[config.mk]
export PLATFORM = sky130hd
export DESIGN_NAME = menu_text_reader_flat
export DESIGN_NICKNAME = d
export VERILOG_FILES = /design/src/rtl/menu_text_reader_if.sv /design/src/rtl/menu_text_reader.sv /design/src/flat_wrapper.sv
export SDC_FILE = /design/constraint.sdc
export NUM_CORES = 1
export LEC_CHECK = 0
export ABC_CLOCK_PERIOD_IN_PS = 6300
export CAP_MARGIN = 20
export CORE_MARGIN = 3
export CORE_UTILIZATION = 25
export CTS_BUF_LIST = sky130_fd_sc_hd__clkbuf_2 sky130_fd_sc_hd__clkbuf_4 sky130_fd_sc_hd__clkbuf_8
export DETAILED_ROUTE_END_ITERATION = 7
export GPL_TIMING_DRIVEN = 1
export PLACE_DENSITY = 0.59
export SLEW_MARGIN = 10
export SYNTH_ARGS = -nofsm -noshare
export SYNTH_HDL_FRONTEND = slang
export SYNTH_SLANG_ARGS = --single-unit
[constraint.sdc]
create_clock -name clk -period 6.3 [get_ports clk]
set_input_delay 1.26 -clock clk [delete_from_list [all_inputs] [get_ports clk]]
set_output_delay 1.26 -clock clk [all_outputs]
set_load 0.03 [all_outputs]
[src/rtl/menu_text_reader_if.sv]
// Bus bundle between the menu text reader and its host: line request, text RAM,
// font ROM and pixel stream.
interface menu_text_reader_if;
  localparam int unsigned LINE_W = 8;
  localparam int unsigned ROW_W  = 5;
  localparam int unsigned ADDR_W = 10;
  localparam int unsigned CHAR_W = 7;
  localparam int unsigned PIX_W  = 8;

  logic              start;
  logic [LINE_W-1:0] line;
  logic              abort;
  logic              hl_en;
  logic [ROW_W-1:0]  hl_row;
  logic              ram_ce;
  logic [ADDR_W-1:0] ram_addr;
  logic [CHAR_W-1:0] ram_dout;
  logic              font_ce;
  logic [ADDR_W-1:0] font_addr;
  logic [PIX_W-1:0]  font_dout;
  logic              pix_valid;
  logic              pix_ready;
  logic [PIX_W-1:0]  pix_data;
  logic              pix_last;
  logic              busy;
  logic              done;

  // Host side: issues requests, returns memory data, sinks pixels.
  modport master (
    output start, line, abort, hl_en, hl_row, ram_dout, font_dout, pix_ready,
    input  ram_ce, ram_addr, font_ce, font_addr, pix_valid, pix_data, pix_last,
           busy, done
  );

  // Reader side.
  modport slave (
    input  start, line, abort, hl_en, hl_row, ram_dout, font_dout, pix_ready,
    output ram_ce, ram_addr, font_ce, font_addr, pix_valid, pix_data, pix_last,
           busy, done
  );
endinterface

[src/rtl/menu_text_reader.sv]
// Renders one pixel line of a character-mapped menu: per column it fetches the
// character code, then the glyph row, and hands out one 8-pixel byte.
module menu_text_reader #(
  parameter int unsigned COLS = 32
) (
  input  logic                 clk,
  input  logic                 reset,
  menu_text_reader_if.slave    bus
);

  localparam int unsigned COL_W  = 5;
  localparam int unsigned ROW_W  = 5;
  localparam int unsigned GROW_W = 3;
  localparam int unsigned ADDR_W = 10;
  localparam int unsigned PIX_W  = 8;

  localparam logic [COL_W-1:0] LAST_COL = COL_W'(COLS - 1);

  localparam logic [2:0] S_IDLE = 3'd0;
  localparam logic [2:0] S_TXT  = 3'd1;
  localparam logic [2:0] S_FNT  = 3'd2;
  localparam logic [2:0] S_LAT  = 3'd3;
  localparam logic [2:0] S_OUT  = 3'd4;

  logic [2:0]        state,     state_nxt;
  logic [COL_W-1:0]  col,       col_nxt;
  logic [ROW_W-1:0]  row,       row_nxt;
  logic [GROW_W-1:0] grow,      grow_nxt;
  logic              hl_match,  hl_match_nxt;
  logic              pix_valid, pix_valid_nxt;
  logic [PIX_W-1:0]  pix_data,  pix_data_nxt;
  logic              pix_last,  pix_last_nxt;
  logic              done,      done_nxt;
  logic              busy,      busy_nxt;
  logic              ram_ce,    ram_ce_nxt;
  logic [ADDR_W-1:0] ram_addr,  ram_addr_nxt;
  logic              font_ce,   font_ce_nxt;

  always_ff @(posedge clk or posedge reset) begin
    if (reset) begin
      state     <= S_IDLE;
      col       <= '0;
      row       <= '0;
      grow      <= '0;
      hl_match  <= 1'b0;
      pix_valid <= 1'b0;
      pix_data  <= '0;
      pix_last  <= 1'b0;
      done      <= 1'b0;
      busy      <= 1'b0;
      ram_ce    <= 1'b0;
      ram_addr  <= '0;
      font_ce   <= 1'b0;
    end else begin
      state     <= state_nxt;
      col       <= col_nxt;
      row       <= row_nxt;
      grow      <= grow_nxt;
      hl_match  <= hl_match_nxt;
      pix_valid <= pix_valid_nxt;
      pix_data  <= pix_data_nxt;
      pix_last  <= pix_last_nxt;
      done      <= done_nxt;
      busy      <= busy_nxt;
      ram_ce    <= ram_ce_nxt;
      ram_addr  <= ram_addr_nxt;
      font_ce   <= font_ce_nxt;
    end
  end

  always_comb begin
    state_nxt     = state;
    col_nxt       = col;
    row_nxt       = row;
    grow_nxt      = grow;
    hl_match_nxt  = hl_match;
    pix_valid_nxt = pix_valid;
    pix_data_nxt  = pix_data;
    pix_last_nxt  = pix_last;
    done_nxt      = 1'b0;
    busy_nxt      = 1'b0;
    ram_ce_nxt    = 1'b0;
    ram_addr_nxt  = ram_addr;
    font_ce_nxt   = 1'b0;

    case (state)
      S_IDLE: begin
        if (bus.start && !bus.abort) begin
          row_nxt      = bus.line[7:3];
          grow_nxt     = bus.line[2:0];
          hl_match_nxt = bus.hl_en && (bus.hl_row == bus.line[7:3]);
          col_nxt      = '0;
          state_nxt    = S_TXT;
        end
      end
      S_TXT: state_nxt = S_FNT;
      S_FNT: state_nxt = S_LAT;
      S_LAT: begin
        pix_data_nxt  = bus.font_dout ^ {PIX_W{hl_match}};
        pix_valid_nxt = 1'b1;
        pix_last_nxt  = (col == LAST_COL);
        state_nxt     = S_OUT;
      end
      S_OUT: begin
        if (pix_valid && bus.pix_ready) begin
          pix_valid_nxt = 1'b0;
          pix_last_nxt  = 1'b0;
          if (col == LAST_COL) begin
            done_nxt  = 1'b1;
            state_nxt = S_IDLE;
          end else begin
            col_nxt   = col + COL_W'(1);
            state_nxt = S_TXT;
          end
        end
      end
      default: state_nxt = S_IDLE;
    endcase

    // Cancel wins over everything else, including a handshake on the last byte.
    if (bus.abort && (state != S_IDLE)) begin
      state_nxt     = S_IDLE;
      pix_valid_nxt = 1'b0;
      pix_last_nxt  = 1'b0;
      done_nxt      = 1'b0;
    end

    // Strobes are registered so they are high for exactly the state they belong to.
    busy_nxt    = (state_nxt != S_IDLE);
    ram_ce_nxt  = (state_nxt == S_TXT);
    font_ce_nxt = (state_nxt == S_FNT);
    if (state_nxt == S_TXT) ram_addr_nxt = {row_nxt, col_nxt};
  end

  // The character code only arrives during FNT, so the font address follows it directly.
  assign bus.font_addr = font_ce ? {bus.ram_dout, grow} : '0;

  assign bus.ram_ce    = ram_ce;
  assign bus.ram_addr  = ram_addr;
  assign bus.font_ce   = font_ce;
  assign bus.pix_valid = pix_valid;
  assign bus.pix_data  = pix_data;
  assign bus.pix_last  = pix_last;
  assign bus.busy      = busy;
  assign bus.done      = done;

endmodule

[src/flat_wrapper.sv]
// flat-port wrapper written by rule: the top's interface ports become plain ports
module menu_text_reader_flat 
#(
  parameter int unsigned COLS = 32
)
  (clk, reset, bus_start, bus_line, bus_abort, bus_hl_en, bus_hl_row, bus_ram_dout, bus_font_dout, bus_pix_ready, bus_ram_ce, bus_ram_addr, bus_font_ce, bus_font_addr, bus_pix_valid, bus_pix_data, bus_pix_last, bus_busy, bus_done);
  menu_text_reader_if bus_i ();
  input  logic clk;
  input  logic reset;
  input wire logic [$bits(bus_i.start)-1:0] bus_start;
  input wire logic [$bits(bus_i.line)-1:0] bus_line;
  input wire logic [$bits(bus_i.abort)-1:0] bus_abort;
  input wire logic [$bits(bus_i.hl_en)-1:0] bus_hl_en;
  input wire logic [$bits(bus_i.hl_row)-1:0] bus_hl_row;
  input wire logic [$bits(bus_i.ram_dout)-1:0] bus_ram_dout;
  input wire logic [$bits(bus_i.font_dout)-1:0] bus_font_dout;
  input wire logic [$bits(bus_i.pix_ready)-1:0] bus_pix_ready;
  output wire logic [$bits(bus_i.ram_ce)-1:0] bus_ram_ce;
  output wire logic [$bits(bus_i.ram_addr)-1:0] bus_ram_addr;
  output wire logic [$bits(bus_i.font_ce)-1:0] bus_font_ce;
  output wire logic [$bits(bus_i.font_addr)-1:0] bus_font_addr;
  output wire logic [$bits(bus_i.pix_valid)-1:0] bus_pix_valid;
  output wire logic [$bits(bus_i.pix_data)-1:0] bus_pix_data;
  output wire logic [$bits(bus_i.pix_last)-1:0] bus_pix_last;
  output wire logic [$bits(bus_i.busy)-1:0] bus_busy;
  output wire logic [$bits(bus_i.done)-1:0] bus_done;
  assign bus_i.start = bus_start;
  assign bus_i.line = bus_line;
  assign bus_i.abort = bus_abort;
  assign bus_i.hl_en = bus_hl_en;
  assign bus_i.hl_row = bus_hl_row;
  assign bus_i.ram_dout = bus_ram_dout;
  assign bus_i.font_dout = bus_font_dout;
  assign bus_i.pix_ready = bus_pix_ready;
  assign bus_ram_ce = bus_i.ram_ce;
  assign bus_ram_addr = bus_i.ram_addr;
  assign bus_font_ce = bus_i.font_ce;
  assign bus_font_addr = bus_i.font_addr;
  assign bus_pix_valid = bus_i.pix_valid;
  assign bus_pix_data = bus_i.pix_data;
  assign bus_pix_last = bus_i.pix_last;
  assign bus_busy = bus_i.busy;
  assign bus_done = bus_i.done;
  menu_text_reader #(.COLS(COLS)) u_core (.clk(clk), .reset(reset), .bus(bus_i));
endmodule
==> summary.txt, run 1 <==
Die
  • Chip Height: 94.0 microns
  • Initial core utilization: 26.3%
  • Io pins: 68
  • DIE AREA: 8830 sq um
  • Die width: 94.0 microns
  • Core Rows: 31
  • Core area: 7370 sq um

Yosys
  • Seq/Total Area, Yosys: 53.0%
  • Leading post-synthesis cells by cell area: dfrtp_1 (53%), mux2_2 (7.6%), xnor2_1 (5.4%), o21ai_0 (3.9%), and2_1 (3.6%)
  • Syn Nets: 201
  • Largest area contributor in the synthesized netlist: dfrtp_1
  • Flops & latches, synth: 41
  • Synthesized area: 1940 sq um
  • Top-area cell type share of the netlist area: 53.0%
  • Post-synth ARST share: 100%
  • Yosys warnings: 0
  • Unique masters post-synth: 44
  • Primary FF master, synth: dfrtp_1
  • EDFF count, synth: 0
  • Most numerous cell in the Yosys netlist: dfrtp_1
  • Synth cell count leaders: dfrtp_1 (41), nand2_1 (15), o21ai_0 (15)
  • Syn Inst Count: 166
  • Syn Area/Cell: 11.7 sq um

Detailed routing
  • First-pass detailed-route iteration total: 4
  • Routed len/inst: 13.2 microns
  • Vias per inst: 4.41
  • Vias: 1,470
  • Residual DRC: 0
  • Routed Antenna Nets: 0
  • Initial DRC Count: 99
  • Total routed wirelength: 4.39 mm

STA
  • Setup ws final: 2.55 ns
  • Fin. Hold Viols: 0
  • Slew @ Worst Pin: 0.697 ns
  • Fmax: 266 MHz
  • Min Hold Slack: 0.487 ns
  • Max Slew Vio Count: 0
  • Post-route clock period utilization: 59.6%
  • Clock skew: 0.00693 ns
  • RSZ-0062 raised after global routing: false
  • Setup TNS: 0 ns
  • Max-slew headroom: 53.5%
  • Fin crit period: 3.75 ns
  • Final setup viols: 0

Place
  • Placed Instances: 326
  • Port buffer count: 67
  • Pre-CTS setup slack: 2.53 ns
  • Dpl cell area: 2680 sq um
  • HPWL after DPL: 3.21 mm
  • Global placement routability congestion: 0.826

CTS
  • H-tree lvl count: 2
  • Post-CTS sizing: 0
  • Post-CTS Setup Repair Bufs: 0
  • Clk sinks: 41
  • CTS root buf: clkbuf_8
  • Clk_lat worst skew: 0.29 ns
  • Clock Pin Slew Worst Setup and Hold Paths: 0.08 ns
  • Hold_buf cts: 0
  • CTS Buf Count: 5
  • Clk buf depth: 2
  • CTS tree: yes

Worst setup path
  • CP peak stage delay: 0.66 ns
  • Crit Path Max Fanout: 1
  • Endpoint class of the critical path: output pin
  • CP Launch Type: input pin
  • Cell mode on critical path: clkdlybuf4s50_1
  • Worst EP arrival: 2.49 ns
  • Slack of the worst reg-to-reg path: 4.13 ns
  • Slowest cell on the critical path: clkdlybuf4s50_1
  • FF-to-FF End: u_core.bus.ram_addr[8]$_DFFE_PP0N_
  • Worst reg2reg path startpoint: u_core.state[1]$_DFF_PP0_
  • CP Cell Sequence: clkdlybuf4s50_1, and2_1, clkdlybuf4s50_1
  • Setup Crit Path Kind: in -> out
  • R2R depth: 4
  • Worst Path Required: 5.04 ns

Layout
  • Final instance area: 2770 sq um
  • Share of layout cells above drive strength 1: 13.2%
  • Area delta synth->final: 43.2%
  • # fillers: 726
  • N_diodes: 0
  • Non-filler cells, final: 333
  • Nets: 269

Run
  • Max_cap viols: 0

Status
  • Outcome: complete, no violations

Min path
  • Hold Crit Start: u_core.bus.pix_data[2]$_DFFE_PP0N_
  • Hold crit path type: reg -> reg
  • Hold Crit Depth: 2
  • Worst Hold Path EP: u_core.bus.pix_data[2]$_DFFE_PP0N_

GRT
  • Global-route wire length before repair: 7.27 mm
  • Largest net degree at the start of global routing: 42
  • All-Layer GR Usage: 10.6%
  • Remaining global-route overflow: 0
  • Vias in the first global route: 1,470
  • Initial antenna violation count: 0

Power
  • Max VDD drop: 0.193 mV
  • Combinational Power Share: 39.0%
  • Sequential share of power: 40.8%
  • Clk pwr share: 20.2%
  • P_leak: 1.16 nW
  • P_sw: 0.310 mW
  • Pwr Density: 322 nW/um^2
  • Internal power: 0.583 mW
  • Sw Ratio: 34.7%
through the flow:
stage / utilization [%] / power (mW)
final: 37.6 / 0.894
after global placement: 36.4 / 0.719
after global routing: 37.6 / 0.951
after detailed placement: 36.4 / 0.723
after floorplan: - / 0.574
after CTS: 37.6 / 0.908
cell families (layout without fill, tap and decap cells):
group                      Yosys count  in the layout  share of synthesized area [%]
and+or+nand+nor                     46             46                           13.2
DFF                                 41             41                           53.0
AOI/OAI and AO/OA                   34             34                           11.8
muxes                               18             18                           11.2
xor gates and xnor gates            14             14                           6.33
buffers and inverters               12             80                           3.88
adders and majority gates            1              1                          0.646
placed cells by master (no fill, tap or decap), types with 2 or more instances in the layout:
cell,instances
and2_1,11
nand4_1,2
a31o_2,2
nand2_1,15
o31ai_1,3
a21oi_1,3
nor2_1,2
o21ai_0,15
mux2_4,4
clkdlybuf4s50_1,67
mux2_2,13
and3_1,2
dfrtp_1,41
xor2_1,2
clkbuf_8,6
nor2b_1,2
inv_1,4
nor3_1,2
xnor2_1,12
power by group through the flow:
| stage | clock (mW) | combinational [mW] | sequential [mW] |
|---|---|---|---|
| 2_1_floorplan | 0 | 0.114 | 0.460 |
| 3_3_place_gp | 0 | 0.349 | 0.370 |
| 3_5_place_dp | 0 | 0.352 | 0.372 |
| 4_1_cts | 0.188 | 0.353 | 0.367 |
| 5_1_grt | 0.202 | 0.373 | 0.376 |
| 6_report | 0.181 | 0.348 | 0.365 |
cell type report:
| cell class | instances | area (sq um) | area share (%) |
|---|---|---|---|
| clock buffer | 7 | 90.1 | 3.25 |
| inverter | 5 | 18.8 | 0.677 |
| sequential | 41 | 1030 | 37.0 |
| multi-input combinational | 113 | 835 | 30.1 |
| timing repair buffer | 68 | 678 | 24.5 |
| tap | 99 | 124 | 4.47 |
critical path: cells and delay by family:
family / cells / cell delay [ns]
buf+inv: 2 / 1.11
simple gates: 1 / 0.12
worst max-delay path by stage:
stage,depth (start not counted),to,slack [ns],start
after floorplan,1,bus_font_addr[3],3.50,bus_ram_dout[0]
after global placement,3,bus_font_addr[3],2.54,bus_ram_dout[0]
after detailed placement,3,bus_font_addr[8],2.53,bus_ram_dout[5]
after CTS,3,bus_font_addr[8],2.53,bus_ram_dout[5]
after global routing,3,bus_font_addr[8],2.50,bus_ram_dout[5]
final,3,bus_font_addr[8],2.55,bus_ram_dout[5]
per-layer routing:
metal	vias up	GRT usage [%]	part of all wire (%)
met3	5	4.25	7.7
met2	56	15.4	43
li1	724	-	-
met5	-	0	0
met4	0	2.89	0.98
met1	685	14.5	48
state kept, by name (all words and copies together), names as in the netlist:
name	flops
u_core.bus.ram_addr	10
u_core.grow	3
u_core.bus.pix_data	8
u_core.row	5
u_core.bus.done	1
u_core.bus.busy	1
u_core.bus.font_ce	1
u_core.hl_match	1
u_core.col	5
u_core.state	3
u_core.bus.pix_valid	1
u_core.bus.ram_ce	1
u_core.bus.pix_last	1
(Power assumes the default switching activity.)
==> run 2, diff against run 1 <==
ABC_CLOCK_PERIOD_IN_PS = 3900   (was 6300)
clock period = 3.9 ns   (was 6.3 ns; I/O delays follow)
==> summary.txt, run 2 (synthesis results as in run 1) <==
Status
  • Outcome: complete, no violations

STA
  • Clock skew: 0.0136 ns (+0.00667 ns)
  • Fmax: 357 MHz
  • Max-slew headroom: 53.3% (-0.21 points)
  • RSZ-0062 raised after global routing: false
  • Post-route clock period utilization: 71.7%
  • Setup TNS: 0 ns (unchanged)
  • Slew @ Worst Pin: 0.700 ns (+0.00317 ns)
  • Fin crit period: 2.80 ns
  • Setup ws final: 1.10 ns (-1.44 ns)
  • Final setup viols: 0 (unchanged)
  • Fin. Hold Viols: 0 (unchanged)
  • Max Slew Vio Count: 0 (unchanged)

Power
  • Max VDD drop: 0.284 mV (+47%)
  • P_leak: 1.18 nW (+1.8%)
  • Pwr Density: 554 nW/um^2 (+72%)

Detailed routing
  • Initial DRC Count: 63 (-36%)
  • Routed Antenna Nets: 0 (unchanged)
  • WL met1: 2.04 mm (-3.5%)
  • Vias per inst: 4.36 (-1.2%)
  • Metal3 WL: 344 microns (+1.5%)
  • Vias: 1,456 (-0.95%)
  • Residual DRC: 0 (unchanged)
  • Met2 Routed Length: 1.91 mm (+0.79%)
  • First-pass detailed-route iteration total: 4 (unchanged)
  • Top sig layer: met4
  • Routed len/inst: 12.9 microns (-2.0%)
  • Total routed wirelength: 4.32 mm (-1.7%)

CTS
  • Post-CTS sizing: 0 (unchanged)
  • Clk buf depth: 2 (unchanged)
  • Clock Pin Slew Worst Setup and Hold Paths: 0.09 ns (about the same)
  • Clk_lat worst skew: 0.29 ns (about the same)
  • CTS root buf: clkbuf_8
  • CTS Buf Count: 5 (unchanged)
  • CTS tree: yes
  • Hold_buf cts: 0 (unchanged)
  • Clk sinks: 41 (unchanged)
  • H-tree lvl count: 2 (unchanged)
  • Post-CTS Setup Repair Bufs: 0 (unchanged)

Layout
  • N_diodes: 0 (unchanged)
  • Biggest regs: u_core.bus.ram_addr: 10 flops, u_core.bus.pix_data: 8 flops
  • Most common cell after layout, fill and taps aside: clkdlybuf4s50_1
  • Reg area: 1030 sq um (unchanged)
  • Area delta synth->final: 45.4%
  • Share of layout cells above drive strength 1: 13.6% (+0.37 points)
  • # fillers: 743 (+2.3%)
  • Most frequent cells in the layout: clkdlybuf4s50_1 (67), dfrtp_1 (41), nand2_1 (15), o21ai_0 (15), mux2_2 (13)
  • Largest register FFs: 10 (unchanged)
  • Multi-input gate area: 835 sq um (unchanged)
  • Largest Register: u_core.bus.ram_addr
  • Nets: 269 (unchanged)

GRT
  • Vias in the first global route: 1,442 (-1.9%)
  • Remaining global-route overflow: 0 (unchanged)
  • All-Layer GR Usage: 10.1% (-0.44 points)
  • Initial antenna violation count: 0 (unchanged)
  • Global-route wire length before repair: 7.07 mm (-2.8%)
  • Largest net degree at the start of global routing: 42 (unchanged)

Run
  • Max_cap viols: 0 (unchanged)

Worst setup path
  • CP peak stage delay: 0.66 ns (about the same)
  • Worst EP arrival: 2.02 ns (-0.47 ns)
  • Top delay family on crit path: buffers and inverters
  • Worst Path Required: 3.12 ns (-1.92 ns)
  • Number of buffers and inverters on the critical path: 2 (unchanged)
  • Setup Crit Path Kind: in -> out
  • CP Cell Sequence: clkdlybuf4s50_1, and2_1, clkdlybuf4s50_1
  • Cell mode on critical path: clkdlybuf4s50_1
  • Crit Path Max Fanout: 1 (unchanged)
  • Slowest cell on the critical path: clkdlybuf4s50_1
  • Endpoint class of the critical path: output pin
  • CP Launch Type: input pin

Place
  • HPWL after DPL: 3.20 mm (-0.45%)
  • Port buffer count: 67 (unchanged)
  • Global placement routability congestion: 0.821 (-0.64%)
  • Pre-CTS setup slack: 0.839 ns (-1.70 ns)

Die
  • Initial core utilization: 26.3% (unchanged)
  • Core area: 7370 sq um (unchanged)
  • Core Rows: 31 (unchanged)
  • Chip Height: 94.0 microns (unchanged)
  • Die width: 94.0 microns (unchanged)
  • Io pins: 68 (unchanged)
  • DIE AREA: 8830 sq um (unchanged)

Min path
  • Hold crit path type: reg -> reg
==> run 2: changes by cell type in the layout (fill, tap and decap cells not counted) <==
| cell | before | now |
|---|---|---|
| bufinv_16 | 0 | 2 |
| clkbuf_4 | 1 | 0 |
| clkbuf_8 | 6 | 5 |
| clkinv_2 | 0 | 1 |
==> run 2: worst min-delay path, delay by kind of cell (launching register included) <==
kind / cells / cell delay [ns]
flip-flops: 1 / 0.35
AND/OR/NAND/NOR: 1 / 0.04
AO/OA/AOI/OAI: 1 / 0.06
==> run 2: metal layers <==
metal  up-vias  GRT usage, %
met5         -             0
met4         0          2.53
met3         2          3.61
met2        51          15.6
met1       681          13.6
li1        722             -
==> run 2: worst paths after layout <==
check	start	endpoint	slack, ns	depth (start not counted)
min in group asynchronous	reset	u_core.row[2]$_DFF_PP0_	0.90	3
worst min register to register	u_core.bus.pix_data[3]$_DFFE_PP0N_	u_core.bus.pix_data[3]$_DFFE_PP0N_	0.49	2
worst max register to register	u_core.state[1]$_DFF_PP0_	u_core.bus.ram_addr[8]$_DFFE_PP0N_	1.73	4
worst max-delay path	bus_ram_dout[5]	bus_font_addr[8]	1.10	3
max in group asynchronous	reset	u_core.bus.ram_addr[0]$_DFFE_PP0N_	2.62	3
worst min-delay path	u_core.bus.pix_data[3]$_DFFE_PP0N_	u_core.bus.pix_data[3]$_DFFE_PP0N_	0.49	2
==> run 2: where the power goes <==
part / switching (mW) / total, mW / internal, mW
registers: 0.0632 / 0.593 / 0.530
clock network: 0.150 / 0.405 / 0.254
logic: 0.296 / 0.561 / 0.265
==> run 2: final cells by class <==
cell class	instances	area share [%]
Tap cell	99	4.40
Sequential cell	41	36.4
Clock inverter	3	2.31
Timing Repair Buffer	68	24.1
Multi-Input combinational cell	113	29.6
Clock buffer	5	2.44
Inverter	5	0.667
==> run 2: per-stage QoR <==
stage	total power, mW	cells	utilization (%)	hold WS [ns]	cell area [sq um]
detailed placement	1.17	326	36.4	0.474	2680
finish	1.56	334	38.2	0.490	2820
floorplan	0.926	166	-	0.467	1940
CTS	1.58	334	38.2	0.496	2820
global route	1.65	334	38.2	0.522	2820
global placement	1.16	326	36.4	0.465	2680
